===== src/rtl/accum_pkg.sv =====
// Shared FSM encoding, default sizes and a counter-width helper for the
// debounced accumulator.
package accum_pkg;

  localparam int W_DEF   = 8;
  localparam int DEB_DEF = 4;

  typedef enum logic [1:0] {
    S_IDLE     = 2'd0,
    S_CAPTURE  = 2'd1,
    S_ADD      = 2'd2,
    S_WAIT_REL = 2'd3
  } state_t;

  function automatic int cnt_bits(input int n);
    return (n < 2) ? 1 : $clog2(n);
  endfunction

endpackage


===== src/rtl/key_debounce.sv =====
// Active-low pushbutton conditioner: two-flop synchronizer, DEB-cycle debounce
// and a one-cycle press pulse; no pulse until a release is seen after reset.
module key_debounce
  import accum_pkg::*;
#(
  parameter int DEB = DEB_DEF
) (
  input  logic clk_i,
  input  logic rst_ni,
  input  logic key_ni,
  output logic pressed_o,
  output logic press_evt_o
);

  localparam int             CW      = cnt_bits(DEB);
  localparam logic [CW-1:0]  CNT_MAX = CW'(DEB - 1);

  logic          sync1_q, sync2_q, stable_q, prev_q, armed_q;
  logic [1:0]    vld_q;
  logic [CW-1:0] cnt_q, cnt_d;
  logic          stable_d, armed_d;

  always_comb begin
    stable_d = stable_q;
    cnt_d    = '0;
    if (sync2_q != stable_q) begin
      if (cnt_q == CNT_MAX) stable_d = sync2_q;
      else                  cnt_d    = cnt_q + 1'b1;
    end
    // vld_q[1] marks sync2_q as a real sample rather than its reset value
    armed_d = armed_q | (vld_q[1] & sync2_q & stable_q);
  end

  always_ff @(posedge clk_i or negedge rst_ni) begin
    if (!rst_ni) begin
      sync1_q  <= 1'b1;
      sync2_q  <= 1'b1;
      stable_q <= 1'b1;
      prev_q   <= 1'b1;
      armed_q  <= 1'b0;
      vld_q    <= 2'b00;
      cnt_q    <= '0;
    end else begin
      sync1_q  <= key_ni;
      sync2_q  <= sync1_q;
      stable_q <= stable_d;
      prev_q   <= stable_q;
      armed_q  <= armed_d;
      vld_q    <= {vld_q[0], 1'b1};
      cnt_q    <= cnt_d;
    end
  end

  assign pressed_o   = ~stable_q;
  assign press_evt_o = armed_q & prev_q & ~stable_q;

endmodule


===== src/rtl/accum_seq.sv =====
// Push-button accumulator: KEY[1] adds SW into a W-bit sum with sticky
// overflow, KEY[2] clears; LEDR shows sum, overflow and busy, all registered.
module accum_seq
  import accum_pkg::*;
#(
  parameter int W   = W_DEF,
  parameter int DEB = DEB_DEF
) (
  input  logic       CLOCK_50,
  input  logic       Resetn,
  input  logic [3:0] KEY,
  input  logic [9:0] SW,
  output logic [9:0] LEDR
);

  state_t         state_q, state_d;
  logic           busy_q;
  logic [W-1:0]   sum_q, sum_d, opnd_q, opnd_d;
  logic           ovf_q, ovf_d;
  logic [W:0]     add_full;
  logic           add_evt, clr_evt, add_held;
  logic           unused_clr_held;
  logic           unused_inputs;

  assign unused_inputs = ^{KEY[3], KEY[0], SW};

  key_debounce #(.DEB(DEB)) u_add_key (
    .clk_i       (CLOCK_50),
    .rst_ni      (Resetn),
    .key_ni      (KEY[1]),
    .pressed_o   (add_held),
    .press_evt_o (add_evt)
  );

  key_debounce #(.DEB(DEB)) u_clr_key (
    .clk_i       (CLOCK_50),
    .rst_ni      (Resetn),
    .key_ni      (KEY[2]),
    .pressed_o   (unused_clr_held),
    .press_evt_o (clr_evt)
  );

  assign add_full = {1'b0, sum_q} + {1'b0, opnd_q};

  always_comb begin
    state_d = state_q;
    sum_d   = sum_q;
    opnd_d  = opnd_q;
    ovf_d   = ovf_q;
    // clear outranks everything, including an add already in flight
    if (clr_evt) begin
      state_d = S_IDLE;
      sum_d   = '0;
      opnd_d  = '0;
      ovf_d   = 1'b0;
    end else begin
      case (state_q)
        S_IDLE:     if (add_evt) state_d = S_CAPTURE;
        S_CAPTURE: begin
          opnd_d  = SW[W-1:0];
          state_d = S_ADD;
        end
        S_ADD: begin
          sum_d   = add_full[W-1:0];
          ovf_d   = ovf_q | add_full[W];
          state_d = S_WAIT_REL;
        end
        S_WAIT_REL: if (!add_held) state_d = S_IDLE;
        default:    state_d = S_IDLE;
      endcase
    end
  end

  always_ff @(posedge CLOCK_50 or negedge Resetn) begin
    if (!Resetn) begin
      state_q <= S_IDLE;
      busy_q  <= 1'b0;
    end else begin
      state_q <= state_d;
      busy_q  <= (state_d != S_IDLE);
    end
  end

  always_ff @(posedge CLOCK_50 or negedge Resetn) begin
    if (!Resetn) begin
      sum_q  <= '0;
      opnd_q <= '0;
      ovf_q  <= 1'b0;
    end else begin
      sum_q  <= sum_d;
      opnd_q <= opnd_d;
      ovf_q  <= ovf_d;
    end
  end

  always_comb begin
    LEDR         = '0;
    LEDR[W-1:0]  = sum_q;
    LEDR[8]      = ovf_q;
    LEDR[9]      = busy_q;
  end

endmodule


===== config.mk =====
export PLATFORM = sky130hd
export DESIGN_NAME = accum_seq
export DESIGN_NICKNAME = d
export VERILOG_FILES = /design/src/rtl/accum_pkg.sv /design/src/rtl/key_debounce.sv /design/src/rtl/accum_seq.sv
export SDC_FILE = /design/constraint.sdc
export NUM_CORES = 1
export LEC_CHECK = 0
export CAP_MARGIN = 20
export CORE_MARGIN = 4
export CORE_UTILIZATION = 57
export DETAILED_ROUTE_END_ITERATION = 8
export PLACE_DENSITY = 0.86
export SYNTH_ARGS = -nofsm -noshare
export SYNTH_HDL_FRONTEND = slang
export SYNTH_SLANG_ARGS = --single-unit
export TNS_END_PERCENT = 5

===== constraint.sdc =====
create_clock -name CLOCK_50 -period 2.9 [get_ports CLOCK_50]
set_input_delay 0.58 -clock CLOCK_50 [delete_from_list [all_inputs] [get_ports CLOCK_50]]
set_output_delay 0.58 -clock CLOCK_50 [all_outputs]
set_load 0.01 [all_outputs]

==> metrics list <==
- The flow ran to the end, and the final reports show no timing, DRC or antenna violations.
- RSZ-0062 raised after global routing: false
- Of the total power, the share spent switching nets is 0.3787.
- Counting every instance in the synthesized netlist gives 150.
* Root buffer cell: clkbuf_4
* Hold violation total from the final report: 0
- At the pin with the least slew margin, the transition time is about 730 ps.
- Critical Path Sink Type: flop
* Synth warn: 0
* CTS Buf Count: 5
* Most used flip-flop cell after synthesis: dfrtp_1
* Die Span X: around 62 um
- Arrival time worst endpoint: around 2300 ps
- Pin count of the biggest net entering global routing: 37
* Setup slack of the critical path after layout: 846.6 ps
* Avg Vias per Cell: 5.751
* Initial antenna violation count: 0
- The floorplan step defined a die boundary enclosing 3876 um^2.
* Final Non-Filler Cells: roughly 210
* Area used by sequential logic in the layout: just over 900 um^2
- Switching power: between 0.7 and 0.8 mW
- When the netlist entered floorplanning its net count stood at approximately 180.
* Number of placement rows: 19
- In this run, placement finished with an instance count of 197.
* Worst Setup Path Type: flop to flop
- Sequential share of power: 0.431
- Starting DRT DRC Count: 42
* Fraction of registers with async set or reset after synthesis: 1.000
- Final design area excluding fillers: 1953 um^2
* Quantity of hold-fixing buffers added after cts: 0
* Number of register bits inferred by synthesis: 36
* Number of pins exceeding their max-slew limit in the final report: 0
* HPWL after detailed placement: ~2300 um
- Setup violations remaining at the end of the flow were counted as 0.
- Cell leakage power: 0.9220 nW
* Total wire length after detailed routing: approximately 3100 um
- Largest incremental delay on the critical path: ~400 ps
- The tightest min-delay check is of the flop to flop type.
* Post-synthesis instance area: approximately 1700 um^2
- Pre-CTS WS: between 900 and 1000 ps
- The signal on the critical path passes through ha_1 > inv_1 > fa_1 > nor2b_1 > o31ai_1 > a211oi_1 > o21bai_1 > a21oi_1.
- The first detailed-routing pass ran for 4 iterations.
* Gp weighted congestion: 0.7941
- Power comes to 1.893 mW.
- Required time reported for the critical path endpoint: around 3200 ps
* Antenna diode count: 0
* Worst-Skew Late Latency: 340 ps
* Area of the multi-input gates: 716.9 um^2
- From synthesis to final layout, the design area changed by 16.41%.
- DRT antenna net count: 0
- Clock power share: 0.133
* Cell Pwr Density: 969.4 nW/um^2
* Global-route wire length before repair: 5582 um
- The H-tree generated during clock tree synthesis spans 2 levels.
- After detailed placement, the total cell area comes to around 1900 um^2.
- Dividing the synthesized area by the synthesized cell count gives approximately 11 um^2.
* Number of global-route vias before repair: 1236
- Global routing finished with a remaining overflow of 0.
- The die is around 62 um tall.
- The share of the Yosys chip area taken by registers is 0.5429.
- FMAX: between 400 and 500 MHz
* WL/cell: approximately 15 um
- The number of gates resized after CTS was 0.
- Period Utilization, post-route: 0.7081
* Count of nets after finishing: 200
- Max-cap violations in this run came to 0.
- Count of input and output buffers: 21
- The worst pin sits at a relative slew slack of 0.5125.
* Worst VDD drop: 0.7839 mV
- Aggregate global-route resource usage: 0.1815
- Total clock sinks: 36
- Setup TNS: 0 ps
- The share of total power dissipated in combinational logic is 0.437.
- In this run the worst path has a maximum fanout of 3.
- Maximum count of clock buffers along a single path: 2
- 26 I/O pins were placed.
- Once the clock tree was built, the setup fixing pass inserted 0 buffers.
- Post-synth cell types: 40
* Clock transition time at the flip-flop clock pins of the worst setup and hold paths: ~110 ps
* Worst-case clock skew: 12.35 ps
- The internal power of the cells totals ~1.2 mW.
- Core Box Area: between 2000 and 3000 um^2
* Routed via count: 1179
* Detailed-route DRC error count: 0
* Fillers: between 200 and 250
- Post-layout util: 0.7022
* Final Critical Period: roughly 2000 ps
- Fraction of layout cells with a size suffix above 1: 0.1207
* Slowest stage cell, crit path: dfrtp_1
- Clock tree from TritonCTS: done
- Across all hold checks on the routed design, the worst slack comes to between 300 and 400 ps.
- STA classifies the critical path startpoint as a flop.
- Effective utilization at floorplan: 0.6032
* Number of synthesized flops with an enable pin: 0
[cell type report]
cell class / count / area share
sequential: 36 / 0.4664
clock inverter: 1 / 0.002562
multi-input combinational: 103 / 0.3671
tap: 31 / 0.01986
timing repair buffer: 22 / 0.1115
inverter: 5 / 0.009609
clock buffer: 7 / 0.02306
[cells in the mapped netlist (3+ instances only)]
cell / count / area, um^2
inv_1: 5 / 18.77
o21bai_1: 3 / 22.52
mux2i_1: 8 / 80.08
nand2_1: 8 / 30.03
a31oi_1: 3 / 18.77
dfrtp_1: 28 / 700.7
nor2b_1: 3 / 18.77
nor3_1: 5 / 25.02
a21oi_1: 8 / 40.04
nor2_1: 18 / 67.56
ha_1: 10 / 125.1
o21ai_0: 6 / 30.03
dfstp_2: 8 / 210.2
[worst paths after layout]
path / start / endpoint / slack, ps / cells after the start
max: sum_q[0] / ovf_q / 850 / 8
min: u_add_key.sync1_q / u_add_key.sync2_q / 360 / 0
max reg2reg: sum_q[0] / ovf_q / 850 / 8
min reg2reg: u_add_key.sync1_q / u_add_key.sync2_q / 360 / 0
max in group asynchronous: Resetn / u_clr_key.sync1_q / 1920 / 2
min in group asynchronous: Resetn / opnd_q[6] / 630 / 2
[registers in the layout, summed over array words and instances, names as in the netlist, 2 cells and up]
name,flops
opnd_q,8
sum_q,8
state_q,2
u_add_key.cnt_q,2
u_clr_key.cnt_q,2
[worst max-delay path: cells and delay by family (launching register included)]
kind / cells / cell delay [ps]
AND/OR/NAND/NOR: 1 / 230
adder cells (fa/ha/maj): 2 / 600
AO/OA/AOI/OAI: 4 / 700
flip-flops: 1 / 390
buffers and inverters: 1 / 70
[cell usage in the layout (no fill, tap or decap), types with 3 or more instances in the layout]
cell,n
a21oi_1,8
a31oi_1,3
clkbuf_4,5
clkdlybuf4s50_1,21
dfrtp_1,28
dfstp_2,8
ha_1,10
inv_1,5
mux2i_1,8
nand2_1,8
nor2_1,18
nor2b_1,3
nor3_1,5
o21ai_0,6
o21bai_1,3
[power by group through the flow]
stage | clock, mW | sequential, mW | combinational [mW]
after global routing | 0.291 | 0.840 | 0.925
final | 0.251 | 0.816 | 0.827
after detailed placement | 0 | 0.828 | 0.831
after global placement | 0 | 0.811 | 0.778
after CTS | 0.261 | 0.817 | 0.832
after floorplan | 0 | 0.811 | 0.586
[routing by layer]
metal | wire, um | track usage | vias up
met3 | 172 | 0.06667 | 7
met4 | 55 | 0.07692 | 0
met2 | 1571 | 0.2940 | 23
met1 | 1323 | 0.2164 | 578
li1 | - | - | 571
met5 | 0 | 0 | -
[cell families (layout without fill, tap and decap cells)]
group | after synthesis | count (layout) | synth area share
XOR/XNOR | 2 | 2 | 0.01044
AND/OR/NAND/NOR | 49 | 49 | 0.1469
AO/OA/AOI/OAI | 30 | 30 | 0.1201
other | 1 | 1 | 0.002235
adder cells (fa/ha/maj) | 11 | 11 | 0.08650
buffers and inverters | 11 | 35 | 0.02982
flip-flops | 36 | 36 | 0.5429
multiplexers | 10 | 10 | 0.06115
No activity file was read; power rests on OpenSTA's default activity.
